## src/rtl/inequality_tally.sv

```systemverilog
`default_nettype none
// ============================================================================
//  Module   : inequality_tally
//  Brief    : Tallies one-hot compare codes from the inequality classifier.
//             Keeps saturating per-region hit counters, a malformed-code
//             error counter, and a run-length tracker that flags when the
//             same code has been seen STABLE_N times in a row.
//  Revision : 1.0  initial release
// ============================================================================
module inequality_tally #(
  parameter int CNT_W    = 8,
  parameter int STABLE_N = 4
) (
  input  logic             clk,
  input  logic             rst_n,
  input  logic             clear,
  input  logic             in_valid,
  input  logic [2:0]       in_code,
  output logic             in_ready,
  output logic [CNT_W-1:0] cnt2,
  output logic [CNT_W-1:0] cnt1,
  output logic [CNT_W-1:0] cnt0,
  output logic [CNT_W-1:0] err_cnt,
  output logic [CNT_W-1:0] run_len,
  output logic             stable,
  output logic [2:0]       stable_code
);

  localparam logic [CNT_W-1:0] c_max      = '1;
  localparam logic [CNT_W-1:0] c_one      = CNT_W'(1);
  localparam logic [CNT_W-1:0] c_zero     = '0;
  localparam logic [CNT_W-1:0] c_stable_n = CNT_W'(STABLE_N);

  typedef enum logic [1:0] {
    ST_IDLE   = 2'd0,
    ST_TRACK  = 2'd1,
    ST_LOCKED = 2'd2
  } state_t;

  // Counters hold at their maximum instead of wrapping.
  function automatic logic [CNT_W-1:0] sat_inc(input logic [CNT_W-1:0] v);
    return (v == c_max) ? v : v + c_one;
  endfunction

  logic [CNT_W-1:0] r_cnt2, r_cnt1, r_cnt0, r_err;
  logic [CNT_W-1:0] r_run;
  logic [2:0]       r_code;
  logic             r_stable;
  state_t           r_state;

  state_t           w_state_nxt;
  logic [CNT_W-1:0] w_run_nxt;
  logic [2:0]       w_code_nxt;

  logic w_accept;
  logic w_hit2, w_hit1, w_hit0, w_onehot;
  logic w_same;

  // Clear blocks acceptance so a colliding code is dropped, not counted.
  assign in_ready = ~clear;
  assign w_accept = in_valid & ~clear;

  assign w_hit2   = (in_code == 3'b100);
  assign w_hit1   = (in_code == 3'b010);
  assign w_hit0   = (in_code == 3'b001);
  assign w_onehot = w_hit2 | w_hit1 | w_hit0;
  // stable_code is 000 outside a run, so this never matches in IDLE.
  assign w_same   = (in_code == r_code);

  // Region hit and error counters, saturating.
  always_ff @(posedge clk) begin
    if (!rst_n) begin
      r_cnt2 <= c_zero;
      r_cnt1 <= c_zero;
      r_cnt0 <= c_zero;
      r_err  <= c_zero;
    end else if (clear) begin
      r_cnt2 <= c_zero;
      r_cnt1 <= c_zero;
      r_cnt0 <= c_zero;
      r_err  <= c_zero;
    end else if (w_accept) begin
      if (w_hit2)    r_cnt2 <= sat_inc(r_cnt2);
      if (w_hit1)    r_cnt1 <= sat_inc(r_cnt1);
      if (w_hit0)    r_cnt0 <= sat_inc(r_cnt0);
      if (!w_onehot) r_err  <= sat_inc(r_err);
    end
  end

  // Tracker next-state: run length and current run code.
  always_comb begin
    w_state_nxt = r_state;
    w_run_nxt   = r_run;
    w_code_nxt  = r_code;
    if (clear) begin
      w_state_nxt = ST_IDLE;
      w_run_nxt   = c_zero;
      w_code_nxt  = 3'b000;
    end else if (w_accept) begin
      if (!w_onehot) begin
        w_state_nxt = ST_IDLE;
        w_run_nxt   = c_zero;
        w_code_nxt  = 3'b000;
      end else begin
        case (r_state)
          ST_IDLE: begin
            w_state_nxt = ST_TRACK;
            w_run_nxt   = c_one;
            w_code_nxt  = in_code;
          end
          ST_TRACK: begin
            if (w_same) begin
              // STABLE_N never exceeds the counter maximum, so no overflow here.
              w_run_nxt = r_run + c_one;
              if ((r_run + c_one) >= c_stable_n) w_state_nxt = ST_LOCKED;
            end else begin
              w_run_nxt  = c_one;
              w_code_nxt = in_code;
            end
          end
          ST_LOCKED: begin
            if (w_same) begin
              w_run_nxt = sat_inc(r_run);
            end else begin
              w_state_nxt = ST_TRACK;
              w_run_nxt   = c_one;
              w_code_nxt  = in_code;
            end
          end
          default: begin
            w_state_nxt = ST_IDLE;
            w_run_nxt   = c_zero;
            w_code_nxt  = 3'b000;
          end
        endcase
      end
    end
  end

  // Tracker state register; stable is registered from the next state.
  always_ff @(posedge clk) begin
    if (!rst_n) begin
      r_state  <= ST_IDLE;
      r_run    <= c_zero;
      r_code   <= 3'b000;
      r_stable <= 1'b0;
    end else begin
      r_state  <= w_state_nxt;
      r_run    <= w_run_nxt;
      r_code   <= w_code_nxt;
      r_stable <= (w_state_nxt == ST_LOCKED);
    end
  end

  assign cnt2        = r_cnt2;
  assign cnt1        = r_cnt1;
  assign cnt0        = r_cnt0;
  assign err_cnt     = r_err;
  assign run_len     = r_run;
  assign stable      = r_stable;
  assign stable_code = r_code;

endmodule
`default_nettype wire

```

## config.mk

```make
export PLATFORM = sky130hd
export DESIGN_NAME = inequality_tally
export DESIGN_NICKNAME = d
export VERILOG_FILES = /design/src/rtl/inequality_tally.sv
export SDC_FILE = /design/constraint.sdc
export NUM_CORES = 1
export LEC_CHECK = 0
export ABC_AREA = 1
export CAP_MARGIN = 20
export CORE_MARGIN = 5
export CORE_UTILIZATION = 51
export CTS_CLUSTER_DIAMETER = 100
export DETAILED_ROUTE_END_ITERATION = 16
export PLACE_DENSITY = 0.78
export SETUP_SLACK_MARGIN = 0.05
export SYNTH_ARGS = -nofsm -noshare
export SYNTH_HDL_FRONTEND = slang
export SYNTH_SLANG_ARGS = --single-unit
export TNS_END_PERCENT = 100
```

## constraint.sdc

```tcl
create_clock -name clk -period 2 [get_ports clk]
set_input_delay 0.3 -clock clk [delete_from_list [all_inputs] [get_ports clk]]
set_output_delay 0.3 -clock clk [all_outputs]
set_load 0.02 [all_outputs]
```

==> flow_metrics.env, run 1 <==
export IMPL_fmax_ghz=0.562
export IMPL_nets=427
export IMPL_antenna_left=0
export IMPL_drc=0
export IMPL_io_pins=52
export IMPL_synth_top_cell_area_share_pct=36.8
export IMPL_clock_sinks=46
export IMPL_grt_pass1_vias=2353
export IMPL_syn_area_mm2=0.00250
export IMPL_rsz0062_at_grt="no"
export IMPL_synth_area_leaders="dfxtp_1 37%, nand2_1 8.6%, inv_1 7.2%, a21oi_1 7.0%, ha_1 5.0%"
export IMPL_skew_ns=0.00316
export IMPL_ctsResizeCount=0
export IMPL_whs_path_depth=2
export IMPL_clkTransAtPathRegs_ns=0.08
export IMPL_postSynthCellCount=345
export IMPL_synth_seq_cells=46
export IMPL_status="complete, no violations"
export IMPL_antenna_found_initial=0
export IMPL_end_kind="output port"
export IMPL_overflow=0
export IMPL_insertion_delay_ns=0.29
export IMPL_htree_levels=2
export IMPL_vias_per_cell=5.04
export IMPL_hpwlAfterDp_um=4340
export IMPL_final_util_pct=68.8
export IMPL_drt_wl_total_um=5670
export IMPL_area_growth_syn_to_layout_pct=30.9
export IMPL_ff2ff_path_depth=9
export IMPL_cts_hold_buf=0
export IMPL_gp_congestion=0.885
export IMPL_slew_headroom_pct=79.3
export IMPL_period_share_pct=89.0
export IMPL_grt_usage_pct=19.1
export IMPL_p_leak_nw=1.20
export IMPL_hp_class="reg2reg"
export IMPL_maxSlewViolCount=0
export IMPL_pwr_density_cell_mw_per_mm2=539
export IMPL_cpMaxStageDelayCell="clkdlybuf4s50_1"
export IMPL_clk_path_buf_depth=2
export IMPL_io_buffers=51
export IMPL_cts_tree="yes"
export IMPL_finalSetupViolCount=0
export IMPL_post_cts_setup_buffers=0
export IMPL_layout_min_cycle_time_ns=1.78
export IMPL_grt_pass1_wl_um=9960
export IMPL_vias=2407
export IMPL_hold_ws_ns=0.477
export IMPL_initial_utilization_pct=52.6
export IMPL_clockRootBuffer="clkbuf_8"
export IMPL_regToRegSetupSlack_ns=0.34
export IMPL_synth_cell_types=36
export IMPL_critPathLaunchType="input port"
export IMPL_die_h_um=80.0
export IMPL_drt_iter0_markers=129
export IMPL_cp_top_family="buffers and inverters"
export IMPL_antenna_cells=0
export IMPL_wire_per_inst_um=11.9
export IMPL_final_layout_size_suffix_gt1_share_pct=12.7
export IMPL_path_class="in2out"
export IMPL_postLayoutCellArea_mm2=0.00327
export IMPL_tightest_slew_ns=0.308
export IMPL_vdd_ir_drop_max_v=0.000349
export IMPL_syn_avg_cell_area_um2=7.25
export IMPL_numCtsBuffers=5
export IMPL_yosys_warnings=0
export IMPL_cpPeakStageDelay_ns=0.60
export IMPL_cp_arrival_ns=1.48
export IMPL_path_common_cell="clkdlybuf4s50_1"
export IMPL_grt_max_degree=24
export IMPL_coreArea_mm2=0.00475
export IMPL_cap_violations=0
export IMPL_dr_pass1_iters=4
export IMPL_yosys_area_top_type="dfxtp_1"
export IMPL_placed_area_mm2=0.00316
export IMPL_worstPathRequired_ns=1.70
export IMPL_path_buf_inv=3
export IMPL_die_area_mm2=0.00640
export IMPL_die_w_um=80.0
export IMPL_crit_fanout=4
export IMPL_synth_fp_nets=362
export IMPL_seq_area_frac_synth_pct=36.8
export IMPL_crit_cells=3
export IMPL_row_count=25
export IMPL_cp_cell_sequence="clkdlybuf4s50_1 -> inv_1 -> clkdlybuf4s50_1"
export IMPL_hold_viol_final=0
-- path summary, 6_finish.rpt --
| path | from | end |
|---|---|---|
| max | clear | in_ready |
| min | cnt2[7]$_SDFFE_PP0P_ | cnt2[7]$_SDFFE_PP0P_ |
| max reg2reg | err_cnt[0]$_SDFFE_PP0P_ | err_cnt[4]$_SDFFE_PP0P_ |
| min reg2reg | cnt2[7]$_SDFFE_PP0P_ | cnt2[7]$_SDFFE_PP0P_ |
-- cell usage after synthesis --
master / number
nand2_1: 57
inv_1: 48
dfxtp_1: 46
a21oi_1: 35
nor2_1: 32
nand3_1: 21
o21ai_0: 19
ha_1: 10
nor3_1: 8
nand4_1: 7
inv_2: 6
nor2_4: 6
xnor2_1: 5
clkbuf_1: 4
nand2_2: 4
nand3_2: 4
o21ai_1: 4
a32oi_1: 3
nor2_2: 3
nor3_2: 3
and3_1: 2
clkinv_1: 2
o21a_1: 2
xor2_1: 2
a211oi_1: 1
a211oi_2: 1
a21oi_2: 1
buf_4: 1
clkinv_2: 1
nand2_4: 1
nand4_4: 1
nor3b_1: 1
nor4_1: 1
o21ai_2: 1
o21ai_4: 1
o21bai_1: 1
-- state kept, by name (all words and copies together), names as in the netlist --
signal       cells
cnt0             8
cnt1             8
cnt2             8
err_cnt          8
r_state          2
run_len          8
stable           1
stable_code      3
-- logic make-up (layout without fill, tap and decap cells) --
| kind of cell | after synthesis | count (layout) | share of synthesized area (%) |
|---|---|---|---|
| buffers and inverters | 62 | 128 | 9.50 |
| XOR/XNOR | 7 | 7 | 2.45 |
| adder cells (fa/ha/maj) | 10 | 10 | 5.00 |
| flip-flops | 46 | 46 | 36.8 |
| AO/OA/AOI/OAI | 69 | 69 | 15.7 |
| AND/OR/NAND/NOR | 151 | 151 | 30.5 |
-- routing by layer --
| metal | vias up | track usage, % | wire length [µm] |
|---|---|---|---|
| met3 | 6 | 3.27 | 192 |
| li1 | 1252 | - | - |
| met1 | 1099 | 24.5 | 2750 |
| met5 | - | 0 | 0 |
| met2 | 50 | 32.1 | 2670 |
| met4 | 0 | 6.76 | 58 |
-- worst register-to-register path, stage by stage (launching register included) --
cell     delay, ns
dfxtp_1       0.41
ha_1          0.24
nand3_1       0.09
nor2_1        0.12
inv_1         0.07
nor3_2        0.17
nor2_4        0.05
buf_4         0.16
and3_1        0.15
nor3_1        0.11
-- metrics by stage --
step	instances	setup WS, ns	total power (W)	TNS, ns
floorplan	345	0.355	0.00104	0
global placement	470	0.0148	0.00110	0
detailed placement	470	-0.0158	0.00110	-0.0158
CTS	478	0.214	0.00178	0
global route	478	0.0748	0.00185	0
finish	478	0.221	0.00177	0
-- report_power, final --
group	switching [W]	leakage, nW	internal (W)
registers	0.00000678	0.371	0.000921
logic	0.0000929	0.776	0.0000628
clock network	0.000308	0.0514	0.000373
total	0.000408	1.20	0.00136
-- cells in the final DEF (no fill, tap or decap), types with 2 or more instances in the layout --
cell type        instances
clkbuf_8                 5
dfxtp_1                 46
nand3_1                 21
nor3_1                   8
nand2_1                 57
nor2_2                   3
ha_1                    10
nand2_2                  4
a21oi_1                 35
buf_4                   12
and3_1                   2
xnor2_1                  5
inv_2                    6
nor2_4                   6
nor3_2                   3
o21a_1                   2
nand3_2                  4
nand4_1                  7
clkinv_1                 2
inv_1                   48
xor2_1                   2
a32oi_1                  3
clkdlybuf4s50_1         51
nor2_1                  32
o21ai_1                  4
o21ai_0                 19
-- cell type report --
type	instances	area, µm²
fillers	417	1480
repair buffers	63	601
flip-flops and latches	46	921
well taps	67	83.8
clock buffers	6	72.6
clock inverters	2	37.5
multi-input cells	237	1340
inverters	57	215
(Power assumes the default switching activity.)
==> run 2: changes to the inputs <==
Settings changed: CTS_CLUSTER_SIZE set to 10.
==> results of run 2 <==
No change in the layout: final DEF, timing and power equal those of run 1.
==> run 3: changes to the inputs <==
--- a/config.mk
+++ b/config.mk
@@ -14,4 +14,5 @@
 export DETAILED_ROUTE_END_ITERATION = 16
 export PLACE_DENSITY = 0.78
+export RECOVER_POWER = 25
 export SETUP_SLACK_MARGIN = 0.05
 export SYNTH_ARGS = -nofsm -noshare
==> constraint.sdc (replaced) <==
create_clock -name clk -period 2 [get_ports clk]
set_input_delay 0.4 -clock clk [delete_from_list [all_inputs] [get_ports clk]]
set_output_delay 0.4 -clock clk [all_outputs]
set_load 0.02 [all_outputs]
==> flow_metrics.env, run 3 (synthesized netlist as in run 1, its figures left out) <==
export IMPL_hold_ws_ns=0.467
export IMPL_final_util_pct=70.8
export IMPL_drt_wl_total_um=5850
export IMPL_clockRootBuffer="clkbuf_8"
export IMPL_grt_pass1_vias=2391
export IMPL_dr_pass1_iters=4
export IMPL_final_cell_mix="57 x nand2_1, 48 x inv_1, 45 x dfxtp_1"
export IMPL_setup_tns_ns=0
export IMPL_clkTransAtPathRegs_ns=0.08
export IMPL_status="complete, no violations"
export IMPL_drt_iter0_markers=131
export IMPL_maxSlewViolCount=0
export IMPL_rsz0062_at_grt="no"
export IMPL_numCtsBuffers=5
export IMPL_hold_viol_final=0
export IMPL_vias_per_cell=5.05
export IMPL_antenna_left=0
export IMPL_grt_pass1_wl_um=10300
export IMPL_total_power_w=0.00179
export IMPL_critPathLaunchType="flip-flop"
export IMPL_cp_top_family="buffers and inverters"
export IMPL_cp_cell_sequence="clkdlybuf4s50_1"
export IMPL_wire_per_inst_um=11.9
export IMPL_dp_cells=485
export IMPL_multi_input_area_mm2=0.00133
export IMPL_htree_levels=2
export IMPL_nets=442
export IMPL_path_buf_inv=1
export IMPL_final_layout_size_suffix_gt1_share_pct=14.8
export IMPL_cpMaxStageDelayCell="clkdlybuf4s50_1"
export IMPL_insertion_delay_ns=0.29
export IMPL_path_class="reg2out"
export IMPL_regArea_um2=922
export IMPL_tightest_slew_ns=0.370
export IMPL_io_pins=52
export IMPL_p_leak_nw=1.30
export IMPL_row_count=25
export IMPL_wl_met1_um=2770
export IMPL_layout_min_cycle_time_ns=1.84
export IMPL_grt_max_degree=24
export IMPL_finalSetupViolCount=0
export IMPL_pwr_density_cell_mw_per_mm2=532
export IMPL_overflow=0
export IMPL_clock_sinks=46
export IMPL_clk_path_buf_depth=2
export IMPL_vdd_ir_drop_max_v=0.000394
export IMPL_vias=2484
export IMPL_hpwlAfterDp_um=4510
export IMPL_io_buffers=51
export IMPL_die_area_mm2=0.00640
export IMPL_gp_congestion=0.868
export IMPL_period_share_pct=91.9
export IMPL_nFillCells=414
export IMPL_coreArea_mm2=0.00475
export IMPL_met3_length_um=213
export IMPL_initial_utilization_pct=52.6
export IMPL_fin_cells=492
export IMPL_route_met2_wl_um=2790
export IMPL_hp_class="reg2reg"
export IMPL_antenna_found_initial=0
export IMPL_slew_headroom_pct=75.1
export IMPL_cpPeakStageDelay_ns=0.66
export IMPL_end_kind="output port"
export IMPL_skew_ns=0.00484
export IMPL_cap_violations=0
export IMPL_area_growth_syn_to_layout_pct=34.6
export IMPL_antenna_cells=0
export IMPL_die_h_um=80.0
export IMPL_top_layer="met4"
export IMPL_cp_arrival_ns=1.44
export IMPL_grt_usage_pct=20.0
export IMPL_crit_fanout=6
export IMPL_cts_hold_buf=0
export IMPL_drc=0
export IMPL_layout_commonest_cell="nand2_1"
export IMPL_fmax_ghz=0.544
export IMPL_cts_tree="yes"
export IMPL_die_w_um=80.0
export IMPL_worstPathRequired_ns=1.60
-- run 3: changes by cell type in the layout (fill, tap and decap cells not counted), sizes merged --
cell / delta
clkdlybuf4s50: -9
clkinvlp: -1
dlygate4sd2: +1
dlygate4sd3: +8
buf: +14
clkbuf: +1
-- run 3: power breakdown --
part	internal, W	leakage (nW)	switching (W)
logic	0.0000697	0.874	0.0000945
registers	0.000922	0.372	0.00000727
clock network	0.000400	0.0573	0.000298
-- run 3: worst register-to-register path: cells and delay by family (launching register included) --
| family | cells | cell delay (ns) |
|---|---|---|
| buf+inv | 2 | 0.24 |
| fa+ha+maj | 1 | 0.23 |
| flops | 1 | 0.41 |
| simple gates | 6 | 0.82 |
-- run 3: layout make-up --
type                       count  share of cell area, %
multi-input combinational    237                   39.4
inverter                      57                   6.39
clock inverter                 1                  0.892
clock buffer                   6                   2.45
tap                           67                   2.49
timing repair buffer          78                   21.0
sequential                    46                   27.4
-- run 3: timing repair --
item,4_1_cts,5_1_grt
setup endpoints to repair,1,1
pin swaps,0,0
gates resized for setup,1,1
buffers inserted,0,0
cloned,0,0
-- run 3: final timing paths --
check                           from                      end  slack (ns)  depth (start not counted)
max             cnt2[2]$_SDFFE_PP0P_                  cnt2[2]        0.16                          1
min             cnt2[7]$_SDFFE_PP0P_     cnt2[7]$_SDFFE_PP0P_        0.47                          2
max reg2reg  err_cnt[0]$_SDFFE_PP0P_  err_cnt[2]$_SDFFE_PP0P_        0.22                          9
min reg2reg     cnt2[7]$_SDFFE_PP0P_     cnt2[7]$_SDFFE_PP0P_        0.47                          2
-- run 3: routing by layer --
layer	GRT usage, %	up-vias
met2	33.9	52
li1	-	1285
met4	5.07	0
met5	0	-
met3	4.29	9
met1	25.6	1138
-- run 3: stage by stage --
step / setup slack, ns / cell area (µm²)
CTS: 0.147 / 3390
finish: 0.163 / 3370
floorplan: 0.355 / 2500
detailed placement: -0.108 / 3280
global placement: -0.0750 / 3280
global route: 0.0327 / 3370
